$ cat config.mk
export PLATFORM = sky130hd
export DESIGN_NAME = arf_rat_flat
export DESIGN_NICKNAME = d
export VERILOG_FILES = /design/src/rtl/arf_rat_pkg.sv /design/src/rtl/arf_rat_if.sv /design/src/rtl/arf_rat_entry.sv /design/src/rtl/arf_rat.sv /design/src/flat_wrapper.sv
export SDC_FILE = /design/constraint.sdc
export NUM_CORES = 2
export LEC_CHECK = 0
export ABC_AREA = 1
export CORE_UTILIZATION = 45
export DETAILED_ROUTE_END_ITERATION = 6
export REMOVE_ABC_BUFFERS = 1
export SETUP_SLACK_MARGIN = 0.15
export SLEW_MARGIN = 10
export SYNTH_ARGS = -nofsm -noshare
export SYNTH_HDL_FRONTEND = slang
export SYNTH_SLANG_ARGS = --single-unit
$ cat constraint.sdc
create_clock -name clk -period 5.6 [get_ports clk]
set_input_delay 1.68 -clock clk [delete_from_list [all_inputs] [get_ports clk]]
set_output_delay 1.68 -clock clk [all_outputs]
set_load 0.05 [all_outputs]
$ cat src/rtl/arf_rat_pkg.sv
// Shared definitions for the architectural register file / rename table:
// sizing constants, id and data types, and the per-register rename entry.
package arf_rat_pkg;

    localparam int ARF_N_ENTRIES  = 32;
    localparam int ROB_N_ENTRIES  = 16;
    localparam int REG_DATA_WIDTH = 32;

    localparam int ARF_ID_WIDTH = $clog2(ARF_N_ENTRIES);
    localparam int ROB_ID_WIDTH = $clog2(ROB_N_ENTRIES);

    typedef logic [ARF_ID_WIDTH-1:0]   arf_id_t;
    typedef logic [ROB_ID_WIDTH-1:0]   rob_id_t;
    typedef logic [REG_DATA_WIDTH-1:0] reg_data_t;

    typedef struct packed {
        logic    renamed;
        rob_id_t rob_id;
    } rat_entry_t;

endpackage

$ cat src/rtl/arf_rat_if.sv
// Dispatch, lookup, retire and flush signals between the pipeline and the ARF/RAT.
interface arf_rat_if;
    import arf_rat_pkg::*;

    logic      dispatch_fire;
    logic      dispatch_dst_valid;
    arf_id_t   dispatch_dst_arf_id;
    rob_id_t   dispatch_rob_id;

    arf_id_t   src1_arf_id;
    arf_id_t   src2_arf_id;
    logic      src1_renamed;
    logic      src2_renamed;
    rob_id_t   src1_rob_id;
    rob_id_t   src2_rob_id;
    reg_data_t src1_arf_data;
    reg_data_t src2_arf_data;

    logic      retire;
    rob_id_t   retire_rob_id;
    arf_id_t   retire_arf_id;
    reg_data_t retire_reg_data;

    logic      flush;

    modport master (
        output dispatch_fire, dispatch_dst_valid, dispatch_dst_arf_id, dispatch_rob_id,
        output src1_arf_id, src2_arf_id,
        input  src1_renamed, src2_renamed, src1_rob_id, src2_rob_id,
        input  src1_arf_data, src2_arf_data,
        output retire, retire_rob_id, retire_arf_id, retire_reg_data,
        output flush
    );

    modport slave (
        input  dispatch_fire, dispatch_dst_valid, dispatch_dst_arf_id, dispatch_rob_id,
        input  src1_arf_id, src2_arf_id,
        output src1_renamed, src2_renamed, src1_rob_id, src2_rob_id,
        output src1_arf_data, src2_arf_data,
        input  retire, retire_rob_id, retire_arf_id, retire_reg_data,
        input  flush
    );

endinterface

$ cat src/rtl/arf_rat_entry.sv
// One architectural register: committed data word, renamed bit and ROB tag,
// with the dispatch / retire / flush next-state rules for that register.
module arf_rat_entry #(
    parameter int ENTRY_ID = 1,
    parameter int ARF_ID_W = 5,
    parameter int ROB_ID_W = 4,
    parameter int DATA_W   = 32
) (
    input  logic                clk,
    input  logic                rst_aL,
    input  logic                dispatch_fire,
    input  logic                dispatch_dst_valid,
    input  logic [ARF_ID_W-1:0] dispatch_dst_arf_id,
    input  logic [ROB_ID_W-1:0] dispatch_rob_id,
    input  logic                retire,
    input  logic [ROB_ID_W-1:0] retire_rob_id,
    input  logic [ARF_ID_W-1:0] retire_arf_id,
    input  logic [DATA_W-1:0]   retire_reg_data,
    input  logic                flush,
    output logic [ROB_ID_W:0]   rat_o,
    output logic [DATA_W-1:0]   data_o
);

    localparam logic [ARF_ID_W-1:0] MY_ID = ARF_ID_W'(ENTRY_ID);

    logic [DATA_W-1:0]   data_q,    data_d;
    logic                renamed_q, renamed_d;
    logic [ROB_ID_W-1:0] tag_q,     tag_d;

    logic retire_hit;
    logic rename_hit;

    always_comb begin
        retire_hit = retire && (retire_arf_id == MY_ID);
        rename_hit = dispatch_fire && dispatch_dst_valid && (dispatch_dst_arf_id == MY_ID);

        data_d    = data_q;
        renamed_d = renamed_q;
        tag_d     = tag_q;

        if (retire_hit) begin
            data_d = retire_reg_data;
            // Only the exact producer clears the mapping; a younger rename survives.
            if (tag_q == retire_rob_id) begin
                renamed_d = 1'b0;
            end
        end

        // A new rename overrides a same-cycle retire clear; flush overrides both.
        if (rename_hit) begin
            renamed_d = 1'b1;
            tag_d     = dispatch_rob_id;
        end

        if (flush) begin
            renamed_d = 1'b0;
            tag_d     = tag_q;
        end
    end

    always_ff @(posedge clk) begin
        if (!rst_aL) begin
            data_q    <= '0;
            renamed_q <= 1'b0;
        end else begin
            data_q    <= data_d;
            renamed_q <= renamed_d;
        end
        // NOTE: the tag is deliberately not reset; it is meaningless while renamed is 0.
        tag_q <= tag_d;
    end

    assign rat_o  = {renamed_q, tag_q};
    assign data_o = data_q;

endmodule

$ cat src/rtl/arf_rat.sv
// Architectural register file plus register alias table: one entry per
// architectural register (x0 hard-wired to zero) and two combinational source lookups.
module arf_rat
    import arf_rat_pkg::rat_entry_t;
#(
    parameter int ARF_N_ENTRIES  = arf_rat_pkg::ARF_N_ENTRIES,
    parameter int ROB_N_ENTRIES  = arf_rat_pkg::ROB_N_ENTRIES,
    parameter int REG_DATA_WIDTH = arf_rat_pkg::REG_DATA_WIDTH
) (
    input  logic       clk,
    input  logic       rst_aL,
    arf_rat_if.slave   bus
);

    localparam int ARF_ID_W = $clog2(ARF_N_ENTRIES);
    localparam int ROB_ID_W = $clog2(ROB_N_ENTRIES);

    rat_entry_t                rat_arr  [ARF_N_ENTRIES];
    logic [REG_DATA_WIDTH-1:0] data_arr [ARF_N_ENTRIES];

    assign rat_arr[0]  = '0;
    assign data_arr[0] = '0;

    for (genvar i = 1; i < ARF_N_ENTRIES; i++) begin : g_entry
        arf_rat_entry #(
            .ENTRY_ID (i),
            .ARF_ID_W (ARF_ID_W),
            .ROB_ID_W (ROB_ID_W),
            .DATA_W   (REG_DATA_WIDTH)
        ) u_entry (
            .clk                 (clk),
            .rst_aL              (rst_aL),
            .dispatch_fire       (bus.dispatch_fire),
            .dispatch_dst_valid  (bus.dispatch_dst_valid),
            .dispatch_dst_arf_id (bus.dispatch_dst_arf_id),
            .dispatch_rob_id     (bus.dispatch_rob_id),
            .retire              (bus.retire),
            .retire_rob_id       (bus.retire_rob_id),
            .retire_arf_id       (bus.retire_arf_id),
            .retire_reg_data     (bus.retire_reg_data),
            .flush               (bus.flush),
            .rat_o               (rat_arr[i]),
            .data_o              (data_arr[i])
        );
    end

    // Lookups read registered state only, so same-cycle updates are not bypassed.
    always_comb begin
        bus.src1_renamed  = 1'b0;
        bus.src1_rob_id   = '0;
        bus.src1_arf_data = '0;
        bus.src2_renamed  = 1'b0;
        bus.src2_rob_id   = '0;
        bus.src2_arf_data = '0;

        if (bus.src1_arf_id != '0) begin
            bus.src1_renamed  = rat_arr[bus.src1_arf_id].renamed;
            bus.src1_rob_id   = rat_arr[bus.src1_arf_id].rob_id;
            bus.src1_arf_data = data_arr[bus.src1_arf_id];
        end

        if (bus.src2_arf_id != '0) begin
            bus.src2_renamed  = rat_arr[bus.src2_arf_id].renamed;
            bus.src2_rob_id   = rat_arr[bus.src2_arf_id].rob_id;
            bus.src2_arf_data = data_arr[bus.src2_arf_id];
        end
    end

endmodule

$ cat src/flat_wrapper.sv
// flat-port wrapper written by rule: the top's interface ports become plain ports
module arf_rat_flat import arf_rat_pkg::rat_entry_t;
#(
    parameter int ARF_N_ENTRIES  = arf_rat_pkg::ARF_N_ENTRIES,
    parameter int ROB_N_ENTRIES  = arf_rat_pkg::ROB_N_ENTRIES,
    parameter int REG_DATA_WIDTH = arf_rat_pkg::REG_DATA_WIDTH
)
  (clk, rst_aL, bus_dispatch_fire, bus_dispatch_dst_valid, bus_dispatch_dst_arf_id, bus_dispatch_rob_id, bus_src1_arf_id, bus_src2_arf_id, bus_src1_renamed, bus_src2_renamed, bus_src1_rob_id, bus_src2_rob_id, bus_src1_arf_data, bus_src2_arf_data, bus_retire, bus_retire_rob_id, bus_retire_arf_id, bus_retire_reg_data, bus_flush);
  arf_rat_if bus_i ();
  input  logic clk;
  input  logic rst_aL;
  input wire logic [$bits(bus_i.dispatch_fire)-1:0] bus_dispatch_fire;
  input wire logic [$bits(bus_i.dispatch_dst_valid)-1:0] bus_dispatch_dst_valid;
  input wire logic [$bits(bus_i.dispatch_dst_arf_id)-1:0] bus_dispatch_dst_arf_id;
  input wire logic [$bits(bus_i.dispatch_rob_id)-1:0] bus_dispatch_rob_id;
  input wire logic [$bits(bus_i.src1_arf_id)-1:0] bus_src1_arf_id;
  input wire logic [$bits(bus_i.src2_arf_id)-1:0] bus_src2_arf_id;
  output wire logic [$bits(bus_i.src1_renamed)-1:0] bus_src1_renamed;
  output wire logic [$bits(bus_i.src2_renamed)-1:0] bus_src2_renamed;
  output wire logic [$bits(bus_i.src1_rob_id)-1:0] bus_src1_rob_id;
  output wire logic [$bits(bus_i.src2_rob_id)-1:0] bus_src2_rob_id;
  output wire logic [$bits(bus_i.src1_arf_data)-1:0] bus_src1_arf_data;
  output wire logic [$bits(bus_i.src2_arf_data)-1:0] bus_src2_arf_data;
  input wire logic [$bits(bus_i.retire)-1:0] bus_retire;
  input wire logic [$bits(bus_i.retire_rob_id)-1:0] bus_retire_rob_id;
  input wire logic [$bits(bus_i.retire_arf_id)-1:0] bus_retire_arf_id;
  input wire logic [$bits(bus_i.retire_reg_data)-1:0] bus_retire_reg_data;
  input wire logic [$bits(bus_i.flush)-1:0] bus_flush;
  assign bus_i.dispatch_fire = bus_dispatch_fire;
  assign bus_i.dispatch_dst_valid = bus_dispatch_dst_valid;
  assign bus_i.dispatch_dst_arf_id = bus_dispatch_dst_arf_id;
  assign bus_i.dispatch_rob_id = bus_dispatch_rob_id;
  assign bus_i.src1_arf_id = bus_src1_arf_id;
  assign bus_i.src2_arf_id = bus_src2_arf_id;
  assign bus_src1_renamed = bus_i.src1_renamed;
  assign bus_src2_renamed = bus_i.src2_renamed;
  assign bus_src1_rob_id = bus_i.src1_rob_id;
  assign bus_src2_rob_id = bus_i.src2_rob_id;
  assign bus_src1_arf_data = bus_i.src1_arf_data;
  assign bus_src2_arf_data = bus_i.src2_arf_data;
  assign bus_i.retire = bus_retire;
  assign bus_i.retire_rob_id = bus_retire_rob_id;
  assign bus_i.retire_arf_id = bus_retire_arf_id;
  assign bus_i.retire_reg_data = bus_retire_reg_data;
  assign bus_i.flush = bus_flush;
  arf_rat #(.ARF_N_ENTRIES(ARF_N_ENTRIES), .ROB_N_ENTRIES(ROB_N_ENTRIES), .REG_DATA_WIDTH(REG_DATA_WIDTH)) u_core (.clk(clk), .rst_aL(rst_aL), .bus(bus_i));
endmodule
==> flow_metrics.py <==
metrics = {
    "global_routing": {
        "grt_pass1_vias": 64200,
        "grt-ovfl-total": 0,
        "met3_usage": 0.0638,
        "grt_max_degree": 215,
        "grt.met1_usage": 0.481,
        "antenna_found_initial": 9,
        "busiest_layer": "met2",
        "grt_use_met2": 0.571,
        "grt_usage": 0.363,
        "grt_first_pass_wirelength_um": 408000,
    },
    "status": {
        "status": "complete, but fails checks",
        "violations": "design-rule violations",
    },
    "synth": {
        "yosysWarningCount": 0,
        "synth_cell_types": 23,
        "synth_top_area_frac": 0.314,
        "ys_top_cells_by_area": "dfxtp_1, nand2_1, nand3_1",
        "async_flop_share": 0,
        "syn_avg_cell_area_um2": 6.12,
        "netlist_top_cells_count": "nand2_1, nand3_1, a21oi_1, dfxtp_1, inv_1",
        "ys_seq_area_frac": 0.371,
        "synth_ff_type": "dfxtp_1",
        "syn-instance-count": 10700,
        "synth_top_area_cell": "dfxtp_1",
        "synth-seq-cells": 1147,
        "synth_edf_count": 124,
        "yosys.cell_count.top_type": "nand2_1",
        "syn_area_um2": 65300,
    },
    "worst_setup_path": {
        "worstSetupEndpointType": "output port",
        "cpMostUsedCell": "nand2_1",
        "slowest_delay_ns": 0.59,
        "reg2reg_slack_ns": 4.31,
        "crit_family": "buffers and inverters",
        "cp_max_fo": 26,
        "worst-endpoint-arrival_ns": 3.66,
        "cp_data_required_time_ns": 3.92,
        "regToRegStartpoint": "u_core.g_entry[27].u_entry.tag_q[0]$_DFFE_PP_",
        "rr_endpoint": "u_core.g_entry[27].u_entry.renamed_q$_SDFFE_PP0P_",
        "cp_cell_sequence": "buf_4, buf_4, a21oi_1, nand3_1, nand3_1, nand2_1, nand2_1, nand2_1, buf_12",
        "critPathBufInv": 3,
        "start_kind": "input port",
        "slowest_stage": "buf_4",
        "rr_worst_depth": 5,
        "crit_start": "bus_src2_arf_id[2]",
        "critical_path_class": "input port to output port",
    },
    "worst_hold_path": {
        "min-delay-start": "u_core.g_entry[12].u_entry.data_o[26]$_SDFFE_PN0P_",
        "hold_depth": 2,
        "hp-class": "register to register",
        "hold_path_end": "u_core.g_entry[12].u_entry.data_o[26]$_SDFFE_PN0P_",
    },
    "floorplan": {
        "boundaryPins": 140,
        "core_area_um2": 144000,
        "die_area_um2": 147000,
        "rows": 139,
        "die_h_um": 383,
        "initial_utilization": 0.454,
        "die_w_um": 383,
    },
    "placement": {
        "portBuffers": 139,
        "gp_congestion": 0.924,
        "hpwl_um": 153000,
        "dpl.cell_count": 12000,
    },
    "timing": {
        "fmax_ghz": 0.187,
        "setup_violations": 0,
        "skew_ns": 0.0209,
        "whs_ns": 0.464,
        "finalMaxSlewViolations": 0,
        "slew-limit-headroom": 0.172,
        "post-route-min-period_ns": 5.34,
        "fin_crit_sh": 0.954,
        "rsz0062_at_grt": "no",
        "worstMarginPinSlew_ns": 1.24,
        "hold_violations": 0,
    },
    "clocking": {
        "htreeDepth": 4,
        "cts_buffers": 136,
        "ctsResizeCount": 0,
        "clk_pin_slew_ns": 0.06,
        "clk_path_buf_depth": 3,
        "cts_setup_buffers": 0,
        "cts_tree": "built",
        "insertion_delay_ns": 0.79,
        "postCtsHoldBufs": 0,
        "cts_num_sinks": 1147,
        "cts_root_buf": "clkbuf_16",
    },
    "power_and_ir_drop": {
        "ir_drop_uv": 296,
        "powerDensity_nw_per_um2": 281,
        "power_uw": 20600,
        "p_leak_uw": 0.0315,
    },
    "flow_run": {
        "drv_cap": 0,
    },
    "routing": {
        "num_vias": 70300,
        "dr.pass1.iters": 7,
        "drc": 24,
        "ant_nets": 0,
        "viasPerCell": 5.74,
        "drt_iter0_markers": 8537,
        "finalWirelength_um": 274000,
        "post_drt_wl_per_cell_um": 22.4,
    },
    "finish": {
        "final_cells": 12200,
        "syn2layout_area_growth_pct": 12.2,
        "final_nets": 10300,
        "fillers": 14700,
        "layout-drive-gt1-share": 0.0551,
    },
}
flip-flops by register name, indices dropped and copies added (netlist names):
register / cells
u_core.g_entry.u_entry.data_o: 992
u_core.g_entry.u_entry.tag_q: 124
u_core.g_entry.u_entry.renamed_q: 31
power by group:
group | switching (µW) | internal, µW | leakage (µW) | total, µW
combinational | 2110 | 899 | 0.0199 | 3010
sequential | 48.3 | 8390 | 0.00937 | 8440
clock | 3810 | 5300 | 0.00226 | 9110
total | 5970 | 14600 | 0.0315 | 20600
tightest hold or removal path: stages, from the launching register on:
cell	delay, ns
dfxtp_1	0.31
inv_1	0.06
a21oi_1	0.05
per-stage QoR:
stage	utilization	setup WS, ns	TNS (ns)	cell area, µm²
4_1_cts	0.509	0.337	0	73200
3_5_place_dp	0.478	0.343	0	68700
6_report	0.509	0.260	0	73200
5_1_grt	0.509	0.234	0	73200
2_1_floorplan	-	-5.09	-245.41	61400
3_3_place_gp	0.478	0.311	0	68700
logic make-up (layout without fill, tap and decap cells):
logic type                after synthesis  in the layout  share of synthesized area
AOI/OAI and AO/OA                    2023           2023                      0.155
xor gates and xnor gates              114            114                     0.0153
buffers and inverters                1897           1581                      0.116
DFF                                  1147           1147                      0.371
other                                   0              3                          0
and+or+nand+nor                      5477           5477                      0.343
layout by cell type, fill, tap and decap left out, drive strengths merged:
master	netlist	layout
nand2	3474	3474
nand3	1357	1357
a21oi	1044	1044
dfxtp	1023	1023
inv	987	993
o21ai	979	979
nor2	621	621
buf	405	297
clkbuf	503	215
edfxtp	124	124
xor2	104	104
clkdlybuf4s50	0	47
clkinv	2	28
nand3b	17	17
xnor2	10	10
nand4	6	6
diode	0	3
or2	2	2
bufinv	0	1
area by class of cell:
class	count	area [µm²]	area share
Multi-Input combinational cell	7614	33700	0.460
Clock inverter	33	249	0.00340
Antenna cell	3	7.51	0.000102
Inverter	989	3770	0.0514
Tap cell	1903	2380	0.0325
Sequential cell	1147	24200	0.330
Timing Repair Buffer	344	4660	0.0637
Clock buffer	215	4280	0.0584
how the worst max path moves through the flow:
stage | end | cells past startpoint
after floorplan | bus_src1_arf_data[0] | 8
after global placement | bus_src2_arf_data[23] | 14
after detailed placement | bus_src2_arf_data[23] | 9
after CTS | bus_src2_arf_data[23] | 9
after global routing | bus_src2_arf_data[28] | 15
final | bus_src2_arf_data[23] | 9
metal layers:
layer,wire length (µm),vias up
met5,35,-
met4,13500,6
li1,-,33000
met3,28800,742
met1,112000,32600
met2,120000,3875
(Power assumes the default switching activity.)
